===== config.mk =====
export PLATFORM = sky130hd
export DESIGN_NAME = rbf_distance
export DESIGN_NICKNAME = d
export VERILOG_FILES = /design/src/rtl/rbf_distance.sv
export SDC_FILE = /design/constraint.sdc
export NUM_CORES = 2
export LEC_CHECK = 0
export CAP_MARGIN = 20
export CORE_UTILIZATION = 50
export DETAILED_ROUTE_END_ITERATION = 10
export PLACE_DENSITY_LB_ADDON = 0.25
export SYNTH_ARGS = -nofsm -noshare
export SYNTH_HDL_FRONTEND = slang
export SYNTH_SLANG_ARGS = --single-unit

===== constraint.sdc =====
create_clock -name clk -period 23.3 [get_ports clk]
set_clock_uncertainty 0.2 [all_clocks]
set_input_delay 6.99 -clock clk [delete_from_list [all_inputs] [get_ports clk]]
set_output_delay 6.99 -clock clk [all_outputs]
set_load 0.005 [all_outputs]

===== src/rtl/rbf_distance.sv =====
// rtl/rbf_distance.sv - squared-distance accumulator scaled by -gamma for the RBF exponential
module rbf_distance #(
    parameter int FEATURE_COUNT = 8,
    parameter int FEATURE_WIDTH = 16,
    parameter int FEATURE_FRAC  = 8,
    parameter int ACC_WIDTH     = 40,
    parameter int GAMMA_WIDTH   = 16,
    parameter int GAMMA_FRAC    = 12,
    parameter int X_INT         = 8,
    parameter int X_FRAC        = 8
) (
    input  logic                           clk,
    input  logic                           reset,
    input  logic                           clear,
    input  logic                           in_valid,
    output logic                           in_ready,
    input  logic [FEATURE_WIDTH-1:0]       feature_a,
    input  logic [FEATURE_WIDTH-1:0]       feature_b,
    input  logic [GAMMA_WIDTH-1:0]         gamma,
    output logic [X_INT+X_FRAC-1:0]        x,
    output logic                           data_valid
);

    localparam int XW     = X_INT + X_FRAC;
    localparam int DW     = FEATURE_WIDTH + 1;
    localparam int SQ_W   = 2 * FEATURE_WIDTH + 1;
    localparam int SUM_W  = ((ACC_WIDTH > SQ_W) ? ACC_WIDTH : SQ_W) + 1;
    localparam int PROD_W = ACC_WIDTH + GAMMA_WIDTH;
    localparam int SHIFT  = 2 * FEATURE_FRAC + GAMMA_FRAC - X_FRAC;
    localparam int CNT_W  = (FEATURE_COUNT > 1) ? $clog2(FEATURE_COUNT) : 1;

    localparam logic [CNT_W-1:0]  CNT_LAST = CNT_W'(FEATURE_COUNT - 1);
    localparam logic [PROD_W-1:0] X_LIM    = PROD_W'(1) << (XW - 1);
    localparam logic [XW-1:0]     X_SAT    = {1'b1, {(XW-1){1'b0}}};

    typedef enum logic [1:0] {ACCUM, DRAIN, SCALE, EMIT} state_t;

    state_t              r_state;
    logic [CNT_W-1:0]    r_cnt;
    logic [DW-1:0]       r_diff;
    logic                r_diff_valid;
    logic [ACC_WIDTH-1:0] r_acc;
    logic [PROD_W-1:0]   r_prod;
    logic [XW-1:0]       r_x;
    logic                r_data_valid;

    logic                w_xfer;
    logic [DW-1:0]       w_diff;
    logic [DW-1:0]       w_abs;
    logic [SQ_W-1:0]     w_sq;
    logic [SUM_W-1:0]    w_sum;
    logic [ACC_WIDTH-1:0] w_acc_next;
    logic [PROD_W-1:0]   w_mag;
    logic [XW-1:0]       w_x;

    assign in_ready   = (r_state == ACCUM);
    assign w_xfer     = in_valid & in_ready;
    assign x          = r_x;
    assign data_valid = r_data_valid;

    // Exact difference: sign-extend both features by one bit before subtracting.
    assign w_diff = {feature_a[FEATURE_WIDTH-1], feature_a} - {feature_b[FEATURE_WIDTH-1], feature_b};

    // Square via magnitude so the multiplier stays unsigned.
    assign w_abs = r_diff[DW-1] ? (~r_diff + DW'(1)) : r_diff;
    assign w_sq  = SQ_W'(w_abs) * SQ_W'(w_abs);

    // Saturating accumulate: any carry above ACC_WIDTH pins the accumulator at all-ones.
    assign w_sum      = SUM_W'(r_acc) + SUM_W'(w_sq);
    assign w_acc_next = (|w_sum[SUM_W-1:ACC_WIDTH]) ? {ACC_WIDTH{1'b1}} : w_sum[ACC_WIDTH-1:0];

    // Drop the surplus fraction bits, then negate with clamping at the most negative x.
    assign w_mag = r_prod >> SHIFT;
    assign w_x   = (w_mag >= X_LIM) ? X_SAT : (XW'(0) - w_mag[XW-1:0]);

    // Vector sequencing, accumulation, scaling and result registers.
    always_ff @(posedge clk or posedge reset) begin
        if (reset) begin
            r_state      <= ACCUM;
            r_cnt        <= '0;
            r_diff       <= '0;
            r_diff_valid <= 1'b0;
            r_acc        <= '0;
            r_prod       <= '0;
            r_x          <= '0;
            r_data_valid <= 1'b0;
        end else if (clear) begin
            r_state      <= ACCUM;
            r_cnt        <= '0;
            r_acc        <= '0;
            r_diff_valid <= 1'b0;
            r_data_valid <= 1'b0;
        end else begin
            r_data_valid <= 1'b0;
            r_diff_valid <= w_xfer;
            if (w_xfer) begin
                r_diff <= w_diff;
            end
            if (r_state == EMIT) begin
                r_acc <= '0;
            end else if (r_diff_valid) begin
                r_acc <= w_acc_next;
            end
            case (r_state)
                ACCUM: begin
                    if (w_xfer) begin
                        if (r_cnt == CNT_LAST) begin
                            r_cnt   <= '0;
                            r_state <= DRAIN;
                        end else begin
                            r_cnt <= r_cnt + CNT_W'(1);
                        end
                    end
                end
                DRAIN: begin
                    r_state <= SCALE;
                end
                SCALE: begin
                    r_prod  <= PROD_W'(r_acc) * PROD_W'(gamma);
                    r_state <= EMIT;
                end
                EMIT: begin
                    r_x          <= w_x;
                    r_data_valid <= 1'b1;
                    r_state      <= ACCUM;
                end
                default: begin
                    r_state <= ACCUM;
                end
            endcase
        end
    end

endmodule


==> PnR_summary.wiki <==
{| class="wikitable"
! Metric !! Value
|-
| Global-route wire length before repair || 135 mm
|-
| Chip Height || 262 µm
|-
| Sum of net half-perimeters after detailed placement || 62.6 mm
|-
| FF+latch count, synth || between 100 and 150
|-
| Vias per Instance || 5.42
|-
| CP Data Required Time || 23.51 ns
|-
| Number of I/O port buffers || just under 70
|-
| Critical path class || primary input to flop
|-
| Time the worst path needs with I/O delays and setup || 14.04 ns
|-
| Number of antenna violations at the first check in global routing || 1
|-
| Cell Area, Synth || 33800 µm²
|-
| Share of cell area taken by muxes after synthesis || 0.00122
|-
| Register area share after synthesis || 0.0860
|-
| Final nets || 4851
|-
| R2R cell count || 39
|-
| Worst-skew pair later-pin latency || 0.48 ns
|-
| Worst Max-Slew Pin Slew || approximately 1.1 ns
|-
| Number of cells traversed by the worst hold path || 2
|-
| Via count of the routed design || 25300
|-
| Crit path capture type || flop
|-
| Worst-case clock buffer depth || 2
|-
| Non-filler instance count after layout || 4670
|-
| Number of instances in the synthesized netlist || 3822
|-
| Compound-cell area share of the yosys netlist || 0.0891
|-
| Adder-cell share of the synthesized area || 0.533
|-
| Ratio of cells with drive above 1 in the final layout || 0.0247
|-
| Synthesis-to-layout area growth || 6.19%
|-
| Row count || 94
|-
| Final sum of negative setup slack || 0 ns
|-
| DR iter-0 viols || 1550
|-
| Total GRT Usage || 0.251
|-
| Sum of routed wire length over all layers || between 80 and 90 mm
|-
| Worst hold slack after final layout || 0.268 ns
|-
| DIE AREA || 68600 µm²
|-
| CTS root buf || sky130_fd_sc_hd__clkbuf_16
|-
| Post-route DRC violation count || 0
|-
| Final hold vios || 0
|-
| Post-Synth Simple-Gate Area || 0.148
|-
| Setup bufs post-CTS || 0
|-
| XOR/XNOR Fraction of Synth Area || 0.0335
|-
| H-tree depth reported by CTS || 4
|-
| Internal reg-to-reg setup slack || around 12 ns
|-
| Max-slew violation count || 0
|-
| Number of global-route vias before repair || 26300
|-
| Maximum number of pins on one net before global-route repair || 73
|-
| Clock buffer count from CTS || 17
|-
| Top-level I/O count || 70
|-
| Main combinational cell family by area after synthesis || adder cells
|-
| Post_cts resized || 0
|-
| CTS Hold Bufs || 0
|-
| Setup Viol. Count Final || 0
|-
| Unrepaired setup endpoints after global routing || false
|-
| Effective utilization at floorplan || 0.509
|-
| Critical Path Source Type || primary input
|-
| DR WL/cell || 17.3 µm
|-
| Clock tree from TritonCTS || done
|-
| Worst Hold Endpoint || r_prod[44]$_DFFE_PP0P_
|-
| Max_slew headroom || 0.250
|-
| Length of the first detailed-routing pass in iterations || 6
|-
| Highest fanout seen on the critical path || 39
|-
| CORE AREA || 66300 µm²
|-
| Synthesized area per cell || 8.83 µm²
|-
| Total number of clock tree sinks || 116
|-
| Data arrival, critical path || 14.25 ns
|-
| Startpoint of the most critical setup path || gamma[1]
|-
| Remaining antenna violation count after routing || 0
|-
| Warning count from the yosys run || 0
|-
| Origin of the critical flop-to-flop path || r_diff[0]$_DFFE_PP0P_
|-
| Die X || approximately 260 µm
|-
| Result of the run || completed
|-
| Number of unique standard cell types used by synthesis || 76
|-
| EDFF count, synth || 0
|-
| Overflow left after global routing || 0
|-
| Worst Hold Launch || r_prod[44]$_DFFE_PP0P_
|-
| FF-to-FF End || r_acc[37]$_DFFE_PP0P_
|-
| Placer's final routability congestion estimate || 0.872
|-
| Hold WC Path Type || flop to flop
|-
| Count of maximum capacitance violations || 0
|-
| Highest clock frequency the design can meet || 0.0712 GHz
|-
| Post-CTS clock slew at the launch and capture registers of the worst setup and hold paths || 0.06 ns
|-
| Most frequent cells in the layout || sky130_fd_sc_hd__inv_1 (810), sky130_fd_sc_hd__fa_1 (721), sky130_fd_sc_hd__nand2_1 (667), sky130_fd_sc_hd__ha_1 (285), sky130_fd_sc_hd__and2_1 (167)
|-
| Period utilization || 0.602
|-
| Count of placed standard cells including taps || 4636
|-
| Antenna Diode Count || 0
|-
| Share of synthesized registers carrying an async set or reset || 1.00
|-
| Most frequently used flop master after synthesis || sky130_fd_sc_hd__dfrtp_1
|-
| Commonest non-fill, non-tap cell in the layout || sky130_fd_sc_hd__inv_1
|}
-- critical path, cell delays in order --
cell and delay [ns]:
sky130_fd_sc_hd__clkdlybuf4s50_1 0.50, sky130_fd_sc_hd__buf_4 0.47, sky130_fd_sc_hd__nand2_1 0.16, sky130_fd_sc_hd__fa_1 0.57
sky130_fd_sc_hd__inv_1 0.05, sky130_fd_sc_hd__fa_1 0.53, sky130_fd_sc_hd__inv_1 0.05, sky130_fd_sc_hd__fa_1 0.47
sky130_fd_sc_hd__fa_1 0.54, sky130_fd_sc_hd__inv_1 0.05, sky130_fd_sc_hd__fa_1 0.47, sky130_fd_sc_hd__inv_1 0.05
sky130_fd_sc_hd__fa_1 0.47, sky130_fd_sc_hd__inv_1 0.04, sky130_fd_sc_hd__ha_1 0.27, sky130_fd_sc_hd__o21ai_0 0.07
sky130_fd_sc_hd__o21ai_0 0.14, sky130_fd_sc_hd__o211ai_1 0.22, sky130_fd_sc_hd__a211oi_2 0.36, sky130_fd_sc_hd__o31a_4 0.24
sky130_fd_sc_hd__a211oi_4 0.09, sky130_fd_sc_hd__nor4_2 0.38, sky130_fd_sc_hd__o21ai_2 0.18, sky130_fd_sc_hd__o21ba_4 0.24
sky130_fd_sc_hd__or4b_1 0.52, sky130_fd_sc_hd__nand3_1 0.09
-- logic make-up (layout without fill, tap and decap cells) --
kind of cell / after synthesis / after routing
adder cells (fa/ha/maj): 1006 / 1006
multiplexers: 4 / 4
other: 2 / 12
flip-flops: 116 / 116
AO/OA/AOI/OAI: 471 / 471
XOR/XNOR: 129 / 129
buffers and inverters: 980 / 954
AND/OR/NAND/NOR: 1114 / 1114
-- state kept, by name (all words and copies together), names as in the netlist --
signal	count
data_valid	1
r_acc	40
r_cnt	3
r_diff	17
r_diff_valid	1
r_prod	36
r_state	2
x	16
-- worst max path at each step --
stage	end	cells past startpoint	slack (ns)
after floorplan	r_prod[55]$_DFFE_PP0P_	25	10.11
after CTS	r_prod[55]$_DFFE_PP0P_	26	9.23
after global routing	r_prod[48]$_DFFE_PP0P_	26	8.75
after global placement	r_prod[55]$_DFFE_PP0P_	26	8.75
final	r_prod[55]$_DFFE_PP0P_	26	9.26
after detailed placement	r_prod[55]$_DFFE_PP0P_	26	8.73
-- routing by layer --
layer | vias up | wire length, µm | GRT usage
li1 | 11600 | - | -
met1 | 12900 | 35100 | 0.343
met2 | 659 | 39000 | 0.411
met3 | 131 | 4250 | 0.0331
met4 | 0 | 2330 | 0.0867
met5 | - | 0 | 0
-- through the flow --
step / setup slack (ns) / instance area, µm² / util
global placement: 8.75 / 35200 / 0.531
finish: 9.26 / 35900 / 0.540
global route: 8.75 / 35900 / 0.540
floorplan: 10.11 / 33800 / -
detailed placement: 8.73 / 35200 / 0.531
CTS: 9.23 / 35800 / 0.540
-- layout make-up --
cell class / count / area, µm²
multi-input combinational: 2736 / 27200
timing repair buffer: 106 / 983
tap: 864 / 1080
clock buffer: 18 / 439
sequential: 116 / 2900
inverter: 816 / 3070
fill: 6151 / 30500
clock inverter: 14 / 151
-- synthesized netlist by cell type (4+ instances only) --
cell / count / share of area
sky130_fd_sc_hd__inv_1: 811 / 0.090
sky130_fd_sc_hd__fa_1: 721 / 0.43
sky130_fd_sc_hd__nand2_1: 667 / 0.074
sky130_fd_sc_hd__ha_1: 285 / 0.11
sky130_fd_sc_hd__and2_1: 167 / 0.031
sky130_fd_sc_hd__clkbuf_1: 161 / 0.018
sky130_fd_sc_hd__o21ai_0: 120 / 0.018
sky130_fd_sc_hd__dfrtp_1: 116 / 0.086
sky130_fd_sc_hd__a21oi_1: 115 / 0.017
sky130_fd_sc_hd__nor2_1: 112 / 0.012
sky130_fd_sc_hd__xnor2_1: 82 / 0.021
sky130_fd_sc_hd__a21o_1: 60 / 0.013
sky130_fd_sc_hd__xor2_1: 47 / 0.012
sky130_fd_sc_hd__a31oi_1: 38 / 0.0070
sky130_fd_sc_hd__nand3_1: 32 / 0.0047
sky130_fd_sc_hd__nand4_1: 22 / 0.0041
sky130_fd_sc_hd__nor3_1: 20 / 0.0030
sky130_fd_sc_hd__and3_1: 19 / 0.0035
sky130_fd_sc_hd__nand2b_1: 19 / 0.0035
sky130_fd_sc_hd__o21bai_1: 16 / 0.0036
sky130_fd_sc_hd__o31ai_1: 16 / 0.0036
sky130_fd_sc_hd__nor2b_1: 14 / 0.0026
sky130_fd_sc_hd__a22o_1: 12 / 0.0031
sky130_fd_sc_hd__o21a_1: 12 / 0.0027
sky130_fd_sc_hd__a211oi_1: 11 / 0.0024
sky130_fd_sc_hd__o21ai_1: 11 / 0.0016
sky130_fd_sc_hd__or3_1: 11 / 0.0020
sky130_fd_sc_hd__a211o_1: 7 / 0.0018
sky130_fd_sc_hd__nor4_1: 7 / 0.0013
sky130_fd_sc_hd__a32o_1: 5 / 0.0015
sky130_fd_sc_hd__or2_2: 5 / 0.00093
sky130_fd_sc_hd__a311oi_1: 4 / 0.0010
sky130_fd_sc_hd__a41oi_1: 4 / 0.0010
sky130_fd_sc_hd__clkinv_1: 4 / 0.00044
sky130_fd_sc_hd__o211ai_1: 4 / 0.00089
sky130_fd_sc_hd__or4_1: 4 / 0.00089
Power is left out: the tool's default activity adds up to more than one toggle a clock period on the data nets, which glitch-free logic cannot reach.
